`src/rtl/cascade_four_bit_comparator.sv`:
```
// Registered unsigned magnitude comparator built from a chain of 7485-style 4-bit slices.
// Optional macro CMP_CASCADE_IN_EN adds external cascade inputs feeding the least significant slice.
module cascade_four_bit_comparator #(
    parameter int M = 1
) (
    input  logic         clk,
    input  logic         rst,
    input  logic         valid_i,
    input  logic [M-1:0] a,
    input  logic [M-1:0] b,
`ifdef CMP_CASCADE_IN_EN
    input  logic         casc_eq_i,
    input  logic         casc_lt_i,
    input  logic         casc_gt_i,
`endif
    output logic         aEQb,
    output logic         aLTb,
    output logic         aGTb,
    output logic         valid_o
);

    localparam int K = (M + 3) / 4;

    // Cascade bundle encoding is {eq, lt, gt}.
    function automatic logic [2:0] slice_cmp(input logic [3:0] sa,
                                             input logic [3:0] sb,
                                             input logic [2:0] cin);
        if (sa > sb)
            return 3'b001;
        else if (sa < sb)
            return 3'b010;
        else
            return cin;
    endfunction

    logic [4*K-1:0] w_a_ext;
    logic [4*K-1:0] w_b_ext;
    logic [2:0]     w_casc [K+1];
    logic [2:0]     r_flags;
    logic           r_valid;

    assign w_a_ext = (4*K)'(a);
    assign w_b_ext = (4*K)'(b);

`ifdef CMP_CASCADE_IN_EN
    assign w_casc[0] = {casc_eq_i, casc_lt_i, casc_gt_i};
`else
    assign w_casc[0] = 3'b100;
`endif

    // Slice i compares bits [4i+3:4i]; the most significant differing slice wins.
    for (genvar i = 0; i < K; i++) begin : g_slice
        assign w_casc[i+1] = slice_cmp(w_a_ext[4*i +: 4], w_b_ext[4*i +: 4], w_casc[i]);
    end

    always_ff @(posedge clk or posedge rst) begin
        // NOTE: the reset value is EQ rather than all-zero so the flags stay one-hot at all times.
        if (rst) begin
            r_flags <= 3'b100;
            r_valid <= 1'b0;
        end else begin
            // NOTE: non-blocking assignments keep every register sampling pre-edge values.
            r_valid <= valid_i;
            if (valid_i)
                r_flags <= w_casc[K];
        end
    end

    assign aEQb    = r_flags[2];
    assign aLTb    = r_flags[1];
    assign aGTb    = r_flags[0];
    assign valid_o = r_valid;

endmodule

```
`config.mk`:
```
export PLATFORM = sky130hd
export DESIGN_NAME = cascade_four_bit_comparator
export DESIGN_NICKNAME = d
export VERILOG_FILES = /design/src/rtl/cascade_four_bit_comparator.sv
export SDC_FILE = /design/constraint.sdc
export NUM_CORES = 1
export LEC_CHECK = 0
export BUFFER_PORTS_ARGS = -buffer_cell sky130_fd_sc_hd__buf_2
export CORE_AREA = 2 2 39 41
export DETAILED_ROUTE_END_ITERATION = 6
export DIE_AREA = 0 0 41 43
export PLACE_DENSITY = 0.34
export SLEW_MARGIN = 20
export SYNTH_ARGS = -nofsm -noshare
export SYNTH_HDL_FRONTEND = slang
export SYNTH_SLANG_ARGS = --single-unit
export TNS_END_PERCENT = 10
```
`constraint.sdc`:
```
create_clock -name clk -period 2 [get_ports clk]
set_clock_uncertainty 0.2 [all_clocks]
set_input_delay 0.5 -clock clk [delete_from_list [all_inputs] [get_ports clk]]
set_output_delay 0.5 -clock clk [all_outputs]
set_load 0.05 [all_outputs]
```
; ---- Word-level counts from Yosys, hierarchy flattened
; Cells that the tools add are included.
; Widths: inputs -> output; s select.
[totals]
elab_cells = 6
inputBits = 5
regBits = 4
[op_classes]
order_cmp = 2
n_mux = 2
[ops]
columns = cell, n
row1 = $mux 3, 2
row2 = $gt 1x1->1, 1
row3 = $lt 1x1->1, 1

; ---- Logic depth before layout (Yosys ltp)
; Gate-level depths: netlist of the first run.
[logic_depth]
depth_word = 3
ltp_mapped = 3
ltp_nobuf = 3

; ---- Worst setup path before layout of the first run
; No wires, ideal clock.
[synth_path]
path_kind = flip-flop to output port
from = register r_flags[2]
to = output port aEQb
required_ns = 1.300
arrival_ns = 0.662
path_slack_ns = 0.638
path_buffers = 0
stages_incl_launch_ff = 1
cell_sequence = dfstp_2
[synth_lines]
columns = item, line
row1 = start: declaration, 39  ; logic [2:0] r_flags;
row2 = start signal: assignment, 65  ; r_flags <= w_casc[K];
row3 = end: declaration, 16  ; output logic aEQb,
; No word-level cell between the ends.

; ---- Worst setup path in the final report of the first run
[layout_path]
from = register r_flags[2]
to = output port aEQb
; No word-level cell between the ends.

==> metrics.cfg, run 1 <==
[outcome]
outcome=completed

[placed_design]
numPlacedInstances=36
gp_congestion=0.676
port_buffers=8
hpwl_um=255

[setup_path]
path_cells=buf_2
timing.rr.start=r_flags[0]
required_ns=1.30
worstSetupPathType=reg -> out
critPathTopFamily=flip-flops
r2r_setup_slack_ns=1.07
slowest_stage=dfstp_2
setup.worst_path.start=r_flags[2]
worstPathBufferInverterCount=1
end_kind=primary output
critPathLaunchType=flip-flop
cp_max_fo=2
worstPathArrival_ns=1.00
cpPeakStageDelay_ns=0.52

[logic_synthesis]
seq_area_frac_synth=0.591
avgSynthCellArea_um2=14.3
yosysWarnings=0
netlist_instances=12
synth-seq-cells=4
yosysUniqueCellTypes=5
yosys.area.top_type=dfrtp_1
synth_top_area_frac=0.438
syn_nets=19
synthTopCellsByArea=dfrtp_1 (44%), mux2_2 (20%), dfstp_2 (15%)
synthesis.area_um2=171

[clock_tree]
clk_path_buf_depth=2
cts_sinks=4
numCtsBuffers=3
clk_pin_slew_ns=0.05
root_buffer=clkbuf_4
cts_resized=0
cts_tree=done
htreeDepth=1
clk_latency_ns=0.23

[route]
drt-met1-wl_um=126
highest_layer=met3
dr_total_vias=127
drt_iter0_drc=0
wl_met2_um=156
firstDrtPassIters=1
detail_route.wl_per_cell_um=7.88
wl_met3_um=41
drc=0
antenna_left=0
routed_via_density=3.10
wl_um=323

[pwr]
p_int_uw=183
leakage_nw=0.145
p_per_area_mw_per_mm2=973
seqPwrFrac=0.361
p_switching_uw=78.0
swShare=0.299
power_frac_comb=0.208
clkPwrFrac=0.430
peakVddDrop_mv=0.275

[grt]
grt_pass1_wl_um=593
grt_usage=0.0555
grt_pass1_vias=152
grt_overflow=0
antenna_found_initial=0
grt_max_degree=5

[timing]
slew_violations=0
fin_setup_tns_ns=0
maxSlewHeadroom=0.835
fin_crit_sh=0.850
hold_ws_ns=0.232
setup_viol=0
worst_pin_slew_ns=0.250
fin_crit_ns=1.70
final-hold-violation-count=0
fmax_mhz=588
rsz0062_at_grt=no

[floorplanning]
io_pins=9
core.rowCount=14
start_util=0.124
dieArea_mm2=0.00176
core_mm2=0.00138
die_x_um=41
die_h_um=43

[layout]
syn_to_final_growth_pct=56.2
layout-drive-gt1-share=0.600
antenna_cells=0
fin_nets=33
fin_cells=41

[min_path]
worstHoldPathType=in -> reg
min_from=valid_i

[job]
max-cap-violations=0

==> stage by stage <==
stage	total power, mW	cell area [um2]	worst slack (ns)	util
detailed placement	0.149	231	0.541	0.167
global placement	0.149	231	0.545	0.167
floorplan	0.134	171	0.638	-
CTS	0.267	268	0.285	0.193
global route	0.279	268	0.262	0.193
finish	0.261	268	0.300	0.193
==> timing repair <==
item / in CTS / in global routing
hold buffers: 1 / 0
setup buffers: 0 / 0
hold endpoints to repair: 3 / 0
==> layer usage <==
metal / vias up / track usage
li1: 63 / -
met1: 59 / 0.0588
met2: 5 / 0.0688
met3: 0 / 0.0314
met4: 0 / 0.0600
met5: - / 0
==> power by group through the flow <==
stage          sequential (mW)  combinational (mW)  clock, mW
2_1_floorplan            0.124              0.0102          0
3_3_place_gp            0.0952              0.0534          0
3_5_place_dp            0.0954              0.0536          0
4_1_cts                 0.0944              0.0552      0.118
5_1_grt                 0.0954              0.0584      0.125
6_report                0.0941              0.0543      0.112
==> synth_stat cells, drive strengths merged <==
| master | count |
|---|---|
| inv | 3 |
| ha | 2 |
| dfrtp | 3 |
| mux2 | 3 |
| dfstp | 1 |
==> final timing paths <==
check,endpoint,cells after the start
max reg2reg,r_flags[0],1
max in group asynchronous,r_flags[2],3
min in group asynchronous,r_flags[1],3
min reg2reg,r_flags[1],1
min,valid_o,1
max,aEQb,1
==> registers in the layout (all words and copies together), names as in the netlist <==
name     flops
r_flags      3
valid_o      1
==> placed cells by master (no fill, tap or decap) <==
cell           instances
buf_2                  8
clkbuf_1               1
clkbuf_4               3
dfrtp_1                3
dfstp_2                1
dlygate4sd3_1          1
ha_1                   2
inv_1                  3
mux2_2                 3
==> area by class of cell <==
| cell class | count | area [um2] |
|---|---|---|
| Clock buffer | 4 | 26.3 |
| Multi-Input combinational cell | 5 | 58.8 |
| Tap cell | 16 | 20.0 |
| Sequential cell | 4 | 101 |
| Fill cell | 153 | 1120 |
| Timing Repair Buffer | 9 | 50.0 |
| Inverter | 3 | 11.3 |
==> cell families (layout without fill, tap and decap cells) <==
group                      Yosys count  in the layout  synth area share
DFF                                  4              4             0.591
muxes                                3              3             0.197
buffers and inverters                3             16            0.0657
adders and majority gates            2              2             0.146
Note: power is estimated with default switching activity, not from simulation.
==> inputs of run 2 (changes only) <==
--- a/config.mk
+++ b/config.mk
@@ -5,6 +5,7 @@
 export SDC_FILE = /design/constraint.sdc
 export NUM_CORES = 1
 export LEC_CHECK = 0
+export ABC_AREA = 1
 export BUFFER_PORTS_ARGS = -buffer_cell sky130_fd_sc_hd__buf_2
 export CORE_AREA = 2 2 39 41
 export DETAILED_ROUTE_END_ITERATION = 6
==> constraint.sdc (replaced) <==
create_clock -name clk -period 1.7 [get_ports clk]
set_clock_uncertainty 0.2 [all_clocks]
set_input_delay 0.425 -clock clk [delete_from_list [all_inputs] [get_ports clk]]
set_output_delay 0.425 -clock clk [all_outputs]
set_load 0.05 [all_outputs]
==> run 2 against run 1 <==
- clock power rose by 15%
- first-iteration DRC count is 2 higher
- design area is 1.4% higher
- synthesized area is 2.2% higher
- wire length grew 7.1%
- flip-flop and latch count stayed put
==> metrics.cfg, run 2 <==
[outcome]
outcome=completed

[floorplanning]
dieArea_mm2=0.00176  ; unchanged
io_pins=9  ; unchanged
die_h_um=43  ; unchanged
core.rowCount=14  ; unchanged
die_x_um=41  ; unchanged
core_mm2=0.00138  ; unchanged
start_util=0.127  ; +0.00271

[route]
firstDrtPassIters=4  ; +3
antenna_left=0  ; unchanged
drt_iter0_drc=2  ; +2
detail_route.wl_per_cell_um=7.21  ; -8.5%
dr_total_vias=150  ; +18%
wl_um=346  ; +7.1%
drc=0  ; unchanged
routed_via_density=3.13  ; +0.89%

[setup_path]
required_ns=1.07  ; -0.23 ns
cpPeakStageDelay_ns=0.52  ; about the same
end_kind=primary output
critPathLaunchType=flip-flop
path_cells=buf_2
critPathTopFamily=flip-flops
worstPathBufferInverterCount=1  ; unchanged
cp_max_fo=2  ; unchanged
worstPathArrival_ns=1.01  ; about the same
slowest_stage=dfstp_2
worstSetupPathType=reg -> out

[clock_tree]
cts_tree=done
root_buffer=clkbuf_4
hold_buffers=1  ; unchanged
numCtsBuffers=3  ; unchanged
clk_path_buf_depth=2  ; unchanged
cts_resized=0  ; unchanged
clk_pin_slew_ns=0.04  ; about the same
htreeDepth=1  ; unchanged
cts_setup_buffers=0  ; unchanged
clk_latency_ns=0.23  ; about the same
cts_sinks=4  ; unchanged

[logic_synthesis]
synth_ff_type=dfrtp_1
avgSynthCellArea_um2=9.22  ; -35%
synth_edf_count=0  ; unchanged
async_reset_ff_frac=1.00  ; unchanged
synth_top_cells_by_count=nand2_1 (9), dfrtp_1 (3), inv_1 (3)
syn_nets=26  ; +7
netlist_instances=19  ; +7
synth-seq-cells=4  ; unchanged
synth_top_area_frac=0.429  ; -0.00938
yosysWarnings=0  ; unchanged
seq_area_frac_synth=0.579  ; -0.0127
synthTopCellsByArea=dfrtp_1 (43%), nand2_1 (19%), dfstp_2 (15%)
synthMostInstantiatedCell=nand2_1
synthesis.area_um2=175  ; +2.2%
yosysUniqueCellTypes=6  ; +1
yosys.area.top_type=dfrtp_1

[pwr]
peakVddDrop_mv=0.150  ; -46%
p_per_area_mw_per_mm2=1090  ; +12%
leakage_nw=0.162  ; +12%

[grt]
met1_usage=0.0516  ; -0.00721
grt_overflow=0  ; unchanged
grt_pass1_wl_um=510  ; -14%
grt-busiest-layer=met4
grt_max_degree=6  ; +1
grt_use_met2=0.0531  ; -0.0156
grt_pass1_vias=143  ; -5.9%
antenna_found_initial=0  ; unchanged
grtUsageMet3=0.0157  ; -0.0157
grt_usage=0.0513  ; -0.00424

[timing]
setup_viol=0  ; unchanged
fin_crit_ns=1.63
rsz0062_at_grt=no
worst_pin_slew_ns=0.250  ; +0.000443 ns
fin_crit_sh=0.960
fin_setup_tns_ns=0  ; unchanged
slew_violations=0  ; unchanged
maxSlewHeadroom=0.834  ; about the same
fmax_mhz=612
final-hold-violation-count=0  ; unchanged

[layout]
layout-drive-gt1-share=0.406  ; -0.194
final_util=0.196  ; +0.00271
regMostFlops=r_flags
seqCellArea_um2=101  ; unchanged
final_common_cell=nand2_1
syn_to_final_growth_pct=55.0
nFillCells=159  ; +3.9%
antenna_cells=0  ; unchanged
largest_register_ffs=3  ; unchanged
fin_nets=40  ; +21%
layout_common_cells=nand2_1 (9), buf_2 (8), inv_1 (3), clkbuf_4 (3), dfrtp_1 (3)
multi_input_area_um2=58.8  ; unchanged

[placed_design]
gp_congestion=0.551  ; -19%
port_buffers=8  ; unchanged

[job]
max-cap-violations=0  ; unchanged

[min_path]
worstHoldPathType=in -> reg

run 2: cell types whose count changed after synthesis:
cell     previous run  this run
inv_2               0         1
mux2_2              3         0
nand2_1             0         9
run 2: cell families (layout without fill, tap and decap cells):
logic type | count (synthesis) | in the layout | synth area share
adder cells (fa/ha/maj) | 2 | 2 | 0.143
buffers and inverters | 4 | 17 | 0.0857
flip-flops | 4 | 4 | 0.579
AND/OR/NAND/NOR | 9 | 9 | 0.193
run 2: layer usage:
metal | share of wire | vias up | routed length [um]
li1 | - | 79 | -
met1 | 0.42 | 58 | 147
met2 | 0.34 | 11 | 119
met3 | 0.17 | 2 | 59
met4 | 0.055 | 0 | 19
met5 | 0 | - | 0
run 2: path summary, 6_finish.rpt:
kind | cells after the start | startpoint | slack [ns] | to
min in group asynchronous | 3 | rst | 0.40 | valid_o
hold reg to reg | 2 | r_flags[1] | 0.26 | r_flags[1]
setup / recovery | 1 | r_flags[2] | 0.07 | aEQb
setup reg to reg | 2 | r_flags[2] | 0.82 | r_flags[2]
hold / removal | 1 | valid_i | 0.16 | valid_o
max in group asynchronous | 3 | rst | 0.67 | r_flags[2]
run 2: per-stage QoR:
stage	setup slack (ns)	hold WS (ns)	total power, mW	cell area, um2	std cells
detailed placement	0.309	0.113	0.167	235	43
global route	0.0389	0.170	0.316	272	48
finish	0.0673	0.161	0.296	272	48
CTS	0.0539	0.154	0.304	272	48
global placement	0.320	0.104	0.166	235	43
floorplan	0.411	-0.00964	0.150	175	19
run 2: final cells by class:
| type | instances | area share |
|---|---|---|
| clock buffer | 4 | 0.0968 |
| inverter | 4 | 0.0553 |
| multi-input combinational | 11 | 0.217 |
| sequential | 4 | 0.373 |
| tap | 16 | 0.0737 |
| timing repair buffer | 9 | 0.184 |
run 2: where the power goes:
part	total [mW]	internal, mW	switching (mW)
clock network	0.129	0.0882	0.0409
registers	0.109	0.106	0.00344
logic	0.0577	0.0151	0.0427
